--- src/rtl/div_unit_pkg.sv ---
// Shared types and constants for the iterative EX-stage divider.
package div_unit_pkg;
  localparam int DIV_WIDTH = 32;
  localparam int STALL_W   = 6;
  localparam int STALL_EX  = 3;
  localparam logic [DIV_WIDTH-1:0] DIV_BY_ZERO_Q = '1;

  typedef enum logic [1:0] {
    ST_IDLE = 2'd0,
    ST_BUSY = 2'd1,
    ST_DONE = 2'd2
  } div_state_e;

  // Magnitude of a two's-complement operand; 0x8000_0000 stays as-is and reads as 2^31 unsigned.
  function automatic logic [DIV_WIDTH-1:0] abs_if(input logic [DIV_WIDTH-1:0] v, input logic en);
    return (en && v[DIV_WIDTH-1]) ? (~v + 1'b1) : v;
  endfunction
endpackage

--- src/rtl/div_unit_if.sv ---
// EX/CTRL <-> divider bundle: operands, pipeline control and results.
interface div_unit_if;
  import div_unit_pkg::*;
  logic                 flush;
  logic                 stall_ex;
  logic                 start;
  logic                 is_signed;
  logic [DIV_WIDTH-1:0] dividend;
  logic [DIV_WIDTH-1:0] divisor;
  logic                 stallreq_for_ex;
  logic                 result_valid;
  logic [DIV_WIDTH-1:0] quotient;
  logic [DIV_WIDTH-1:0] remainder;

  modport master (
    output flush, stall_ex, start, is_signed, dividend, divisor,
    input  stallreq_for_ex, result_valid, quotient, remainder
  );
  modport slave (
    input  flush, stall_ex, start, is_signed, dividend, divisor,
    output stallreq_for_ex, result_valid, quotient, remainder
  );
endinterface

--- src/rtl/div_unit_step.sv ---
// One restoring division iteration, purely combinational.
module div_step #(
  parameter int WIDTH = 32
) (
  input  logic [WIDTH-1:0] r_i,
  input  logic [WIDTH-1:0] q_i,
  input  logic [WIDTH-1:0] d_i,
  output logic [WIDTH-1:0] r_o,
  output logic [WIDTH-1:0] q_o
);
  logic [WIDTH:0] r_shift;
  logic [WIDTH:0] diff;
  logic           ge;

  // Shifted remainder carries one extra bit so it never overflows before the compare.
  assign r_shift = {r_i, q_i[WIDTH-1]};
  assign diff    = r_shift - {1'b0, d_i};
  assign ge      = (r_shift >= {1'b0, d_i});
  assign r_o     = ge ? diff[WIDTH-1:0] : r_shift[WIDTH-1:0];
  assign q_o     = {q_i[WIDTH-2:0], ge};
endmodule

--- src/rtl/div_unit.sv ---
// Iterative 32-bit DIV/DIVU: FSM, iteration counter, sign fix-up and stall handshake.
module div_unit
  import div_unit_pkg::*;
(
  input  logic clk,
  input  logic rst,
  div_unit_if.slave bus
);
  localparam int WIDTH = DIV_WIDTH;
  localparam int CNT_W = $clog2(WIDTH);

  div_state_e       state_q, state_d;
  logic [CNT_W-1:0] cnt_q, cnt_d;
  logic [WIDTH-1:0] r_q, r_d, q_q, q_d, d_q, d_d;
  logic             neg_q_q, neg_q_d, neg_r_q, neg_r_d;
  logic [WIDTH-1:0] quo_q, quo_d, rem_q, rem_d;
  logic [WIDTH-1:0] step_r, step_q;

  div_step #(.WIDTH(WIDTH)) u_step (
    .r_i(r_q), .q_i(q_q), .d_i(d_q), .r_o(step_r), .q_o(step_q)
  );

  always_comb begin
    state_d = state_q;
    cnt_d   = cnt_q;
    r_d     = r_q;
    q_d     = q_q;
    d_d     = d_q;
    neg_q_d = neg_q_q;
    neg_r_d = neg_r_q;
    quo_d   = quo_q;
    rem_d   = rem_q;
    case (state_q)
      ST_IDLE: begin
        if (bus.start) begin
          if (bus.divisor == '0) begin
            quo_d   = DIV_BY_ZERO_Q;
            rem_d   = bus.dividend;
            state_d = ST_DONE;
          end else begin
            r_d     = '0;
            q_d     = abs_if(bus.dividend, bus.is_signed);
            d_d     = abs_if(bus.divisor, bus.is_signed);
            neg_q_d = bus.is_signed & (bus.dividend[WIDTH-1] ^ bus.divisor[WIDTH-1]);
            neg_r_d = bus.is_signed & bus.dividend[WIDTH-1];
            cnt_d   = '0;
            state_d = ST_BUSY;
          end
        end
      end
      ST_BUSY: begin
        r_d   = step_r;
        q_d   = step_q;
        cnt_d = cnt_q + 1'b1;
        if (cnt_q == CNT_W'(WIDTH - 1)) begin
          quo_d   = neg_q_q ? (~step_q + 1'b1) : step_q;
          rem_d   = neg_r_q ? (~step_r + 1'b1) : step_r;
          state_d = ST_DONE;
        end
      end
      ST_DONE: begin
        // Leave only when EX advances so the same instruction is never re-divided.
        if (!bus.stall_ex) state_d = ST_IDLE;
      end
      default: state_d = ST_IDLE;
    endcase
    if (bus.flush) state_d = ST_IDLE;
  end

  always_ff @(posedge clk) begin
    if (rst) begin
      state_q <= ST_IDLE;
      cnt_q   <= '0;
      r_q     <= '0;
      q_q     <= '0;
      d_q     <= '0;
      neg_q_q <= 1'b0;
      neg_r_q <= 1'b0;
      quo_q   <= '0;
      rem_q   <= '0;
    end else begin
      state_q <= state_d;
      cnt_q   <= cnt_d;
      r_q     <= r_d;
      q_q     <= q_d;
      d_q     <= d_d;
      neg_q_q <= neg_q_d;
      neg_r_q <= neg_r_d;
      quo_q   <= quo_d;
      rem_q   <= rem_d;
    end
  end

  assign bus.stallreq_for_ex = !bus.flush &
                               (((state_q == ST_IDLE) & bus.start) | (state_q == ST_BUSY));
  assign bus.result_valid    = (state_q == ST_DONE);
  assign bus.quotient        = quo_q;
  assign bus.remainder       = rem_q;
endmodule

--- src/flat_wrapper.sv ---
// flat-port wrapper written by rule: the top's interface ports become plain ports
module div_unit_flat import div_unit_pkg::*;
  (clk, rst, bus_flush, bus_stall_ex, bus_start, bus_is_signed, bus_dividend, bus_divisor, bus_stallreq_for_ex, bus_result_valid, bus_quotient, bus_remainder);
  div_unit_if bus_i ();
  input  logic clk;
  input  logic rst;
  input wire logic [$bits(bus_i.flush)-1:0] bus_flush;
  input wire logic [$bits(bus_i.stall_ex)-1:0] bus_stall_ex;
  input wire logic [$bits(bus_i.start)-1:0] bus_start;
  input wire logic [$bits(bus_i.is_signed)-1:0] bus_is_signed;
  input wire logic [$bits(bus_i.dividend)-1:0] bus_dividend;
  input wire logic [$bits(bus_i.divisor)-1:0] bus_divisor;
  output wire logic [$bits(bus_i.stallreq_for_ex)-1:0] bus_stallreq_for_ex;
  output wire logic [$bits(bus_i.result_valid)-1:0] bus_result_valid;
  output wire logic [$bits(bus_i.quotient)-1:0] bus_quotient;
  output wire logic [$bits(bus_i.remainder)-1:0] bus_remainder;
  assign bus_i.flush = bus_flush;
  assign bus_i.stall_ex = bus_stall_ex;
  assign bus_i.start = bus_start;
  assign bus_i.is_signed = bus_is_signed;
  assign bus_i.dividend = bus_dividend;
  assign bus_i.divisor = bus_divisor;
  assign bus_stallreq_for_ex = bus_i.stallreq_for_ex;
  assign bus_result_valid = bus_i.result_valid;
  assign bus_quotient = bus_i.quotient;
  assign bus_remainder = bus_i.remainder;
  div_unit u_core (.clk(clk), .rst(rst), .bus(bus_i));
endmodule
--- config.mk ---
export PLATFORM = sky130hd
export DESIGN_NAME = div_unit_flat
export DESIGN_NICKNAME = d
export VERILOG_FILES = /design/src/rtl/div_unit_pkg.sv /design/src/rtl/div_unit_if.sv /design/src/rtl/div_unit_step.sv /design/src/rtl/div_unit.sv /design/src/flat_wrapper.sv
export SDC_FILE = /design/constraint.sdc
export NUM_CORES = 1
export LEC_CHECK = 0
export CORE_MARGIN = 2
export CORE_UTILIZATION = 29
export CTS_BUF_LIST = sky130_fd_sc_hd__clkbuf_2 sky130_fd_sc_hd__clkbuf_4 sky130_fd_sc_hd__clkbuf_8
export DETAILED_ROUTE_END_ITERATION = 10
export PLACE_DENSITY = 0.58
export REMOVE_ABC_BUFFERS = 1
export SLEW_MARGIN = 40
export SYNTH_ARGS = -nofsm -noshare
export SYNTH_HDL_FRONTEND = slang
export SYNTH_HIERARCHICAL = 1
export SYNTH_SLANG_ARGS = --single-unit
--- constraint.sdc ---
create_clock -name clk -period 5.8 [get_ports clk]
set_clock_uncertainty 0.1 [all_clocks]
set_input_delay 1.45 -clock clk [delete_from_list [all_inputs] [get_ports clk]]
set_output_delay 1.45 -clock clk [all_outputs]
set_load 0.03 [all_outputs]
==> flow_metrics.env <==
export IMPL_cp_max_fo=10
export IMPL_drt_wl_total_mm=35.0
export IMPL_synth_edff_count=0
export IMPL_cp_required_ns=6.08
export IMPL_ioPinCount=136
export IMPL_met2_wirelength_mm=16.4
export IMPL_wl_per_cell_um=16.7
export IMPL_drv_cap=0
export IMPL_die_width_um=206
export IMPL_setup_tns_ns=0
export IMPL_first_pass_iters=5
export IMPL_end_kind="register"
export IMPL_fillers=4294
export IMPL_clkLatencyLatePin_ns=0.46
export IMPL_worst_ir_drop_vdd_v=0.000112
export IMPL_cts_max_level=4
export IMPL_hpwl_mm=27.1
export IMPL_highest_layer="met4"
export IMPL_clock_sinks=169
export IMPL_synth_distinct_cells=70
export IMPL_whs_ns=0.357
export IMPL_yosysTopAreaCell="dfxtp_1"
export IMPL_cp_start_kind="register"
export IMPL_antennaDiodeCount=0
export IMPL_drc_errors=0
export IMPL_cts_tree="done"
export IMPL_ys_flop_type="dfxtp_1"
export IMPL_yosysWarnings=6
export IMPL_ys_async_sr_fraction=0
export IMPL_final_cell_mix="nor2_1 (213), dfxtp_1 (168), clkdlybuf4s50_1 (134), nand2_1 (118), a21oi_1 (112)"
export IMPL_worstHoldStart="u_core/bus.remainder[4]"
export IMPL_grt_max_degree=96
export IMPL_slew_headroom=0.457
export IMPL_hold_viol_final=0
export IMPL_critPathKind="reg -> reg"
export IMPL_arrival_ns=5.30
export IMPL_leakage_nw=5.08
export IMPL_drt_met1_wl_mm=16.8
export IMPL_fin_cells=2104
export IMPL_ant_nets=0
export IMPL_die_area_mm2=0.0425
export IMPL_clk_pin_slew_ns=0.10
export IMPL_via_count=10797
export IMPL_drive_gt1_frac=0.0674
export IMPL_rows=74
export IMPL_grt_pass1_wl_mm=55.4
export IMPL_dpl_cell_count=2071
export IMPL_ys_top_cells_by_area="dfxtp_1 (29%), nor2_1 (6.7%), xor2_1 (5.3%)"
export IMPL_ys_seq_area_frac=0.285
export IMPL_die_h_um=206
export IMPL_tightest_slew_ns=0.812
export IMPL_cts_setup_buffers=0
export IMPL_critPathLaunch="u_core/d_q[2]"
export IMPL_powerDensity_mw_per_mm2=191
export IMPL_cts_buffers=17
export IMPL_track_usage=0.163
export IMPL_synth_cells=1519
export IMPL_cts_resized=0
export IMPL_wl_met3_mm=1.43
export IMPL_clk_path_buf_depth=2
export IMPL_synth_area_mm2=0.0119
export IMPL_rr_startpoint="u_core/d_q[2]"
export IMPL_port_buffers=135
export IMPL_synth_seq_cells=169
export IMPL_clock_fmax_mhz=199
export IMPL_status="completed"
export IMPL_cts_hold_buffers=0
export IMPL_rsz0062_at_grt="no"
export IMPL_via_per_inst=5.13
export IMPL_fin_crit_sh=0.866
export IMPL_grt_pass1_vias=10130
export IMPL_min_period_ns=5.02
export IMPL_syn_to_final_growth_pct=16.4
export IMPL_initial_core_util=0.292
export IMPL_drv_slew=0
export IMPL_final_common_cell="nor2_1"
export IMPL_cts_root_buf="clkbuf_8"
export IMPL_synth_avg_cell_area_um2=7.80
export IMPL_gp_congestion=0.883
export IMPL_finalSetupViolCount=0
export IMPL_drt_iter0_drc=714
export IMPL_min_path_type="reg -> reg"
export IMPL_antenna_found_initial=0
export IMPL_fp_coreArea_mm2=0.0406
export IMPL_yosysTopAreaCellShare=0.285
export IMPL_grt_overflow=0
export IMPL_layout_nets=1668
-- cells by family after synthesis --
kind of cell	Yosys count	share of synthesized area
AND/OR/NAND/NOR	498	0.195
buffers and inverters	198	0.0790
AO/OA/AOI/OAI	435	0.252
multiplexers	39	0.0423
adder cells (fa/ha/maj)	39	0.0418
flip-flops	169	0.285
XOR/XNOR	141	0.104
-- worst max-delay path: stages (launching register included) --
cell,delay [ns]
dfxtp_1,0.34
inv_1,0.04
ha_1,0.34
a21oi_2,0.16
o21ai_2,0.09
a221o_1,0.40
a21oi_2,0.23
nor3_1,0.10
nor4_1,0.22
o21ai_1,0.16
o32ai_4,0.28
buf_6,0.24
mux2_1,0.45
nor4_2,0.27
buf_4,0.21
nand4_1,0.30
o41ai_1,0.47
xnor2_1,0.16
nor2_1,0.06
o41ai_2,0.28
-- where the power goes --
part | switching, mW | internal (mW)
logic | 0.332 | 0.230
clock network | 0.483 | 0.346
registers | 0.0417 | 1.20
total | 0.856 | 1.78
-- synth_stat cells (3+ instances only) --
cell and count:
a211o_1 28, nand3_1 20, o21bai_1 4, nand3b_1 5
buf_4 36, o211ai_1 16, and4_1 3, xor2_1 72
xnor2_1 69, mux2_1 8, a22oi_1 32, a31oi_1 25
nor2_1 213, dfxtp_1 169, o31ai_1 24, buf_6 4
a311oi_1 9, buf_1 5, o41ai_1 19, a21oi_1 113
nor3_1 35, nand4_1 13, nor4_1 20, o21ai_0 40
inv_1 61, mux2i_1 10, and2_1 10, ha_1 38
o31a_1 3, nand2_1 118, nor2b_1 8, buf_2 22
or4_1 8, a221o_1 4, or3_1 15, a211oi_1 76
or2_2 7, nand2b_1 9, a41oi_1 8, a21o_1 13
clkbuf_1 70, mux2_4 20
-- registers in the layout (all words and copies together), names as in the netlist --
| name | flops |
|---|---|
| u_core/neg_r_q | 1 |
| u_core/q_q | 32 |
| u_core/bus.quotient | 32 |
| u_core/cnt_q | 5 |
| u_core/r_q | 32 |
| u_core/neg_q_q | 1 |
| u_core/bus.remainder | 32 |
| u_core/d_q | 32 |
| u_core/state_q | 2 |
-- final timing paths --
path                                   end  slack [ns]  cells after the start
setup / recovery  u_core/bus.remainder[31]        0.78                     19
setup reg to reg  u_core/bus.remainder[31]        0.78                     19
hold / removal     u_core/bus.remainder[4]        0.36                      2
hold reg to reg    u_core/bus.remainder[4]        0.36                      2
-- area by class of cell --
type	instances	area, um2	share of cell area
timing repair buffer	158	1560	0.113
clock inverter	15	143	0.0103
clock buffer	17	234	0.0170
inverter	61	229	0.0166
multi-input combinational	1152	7580	0.549
sequential	169	3380	0.245
tap	532	666	0.0482
-- through the flow --
step                setup WS (ns)  total power, mW  area [um2]   util
detailed placement          0.643             1.83       13400  0.331
floorplan                   0.158             1.62       11100      -
CTS                         0.630             2.65       13800  0.340
global placement            0.774             1.82       13400  0.330
global route                0.337             2.78       13800  0.340
finish                      0.778             2.63       13800  0.340
-- routing by layer --
layer | vias to the layer above | track usage
met4 | 0 | 0.0334
li1 | 5516 | -
met2 | 220 | 0.274
met5 | - | 0
met3 | 23 | 0.0203
met1 | 5038 | 0.222
Power figures use the tool's default switching activity.
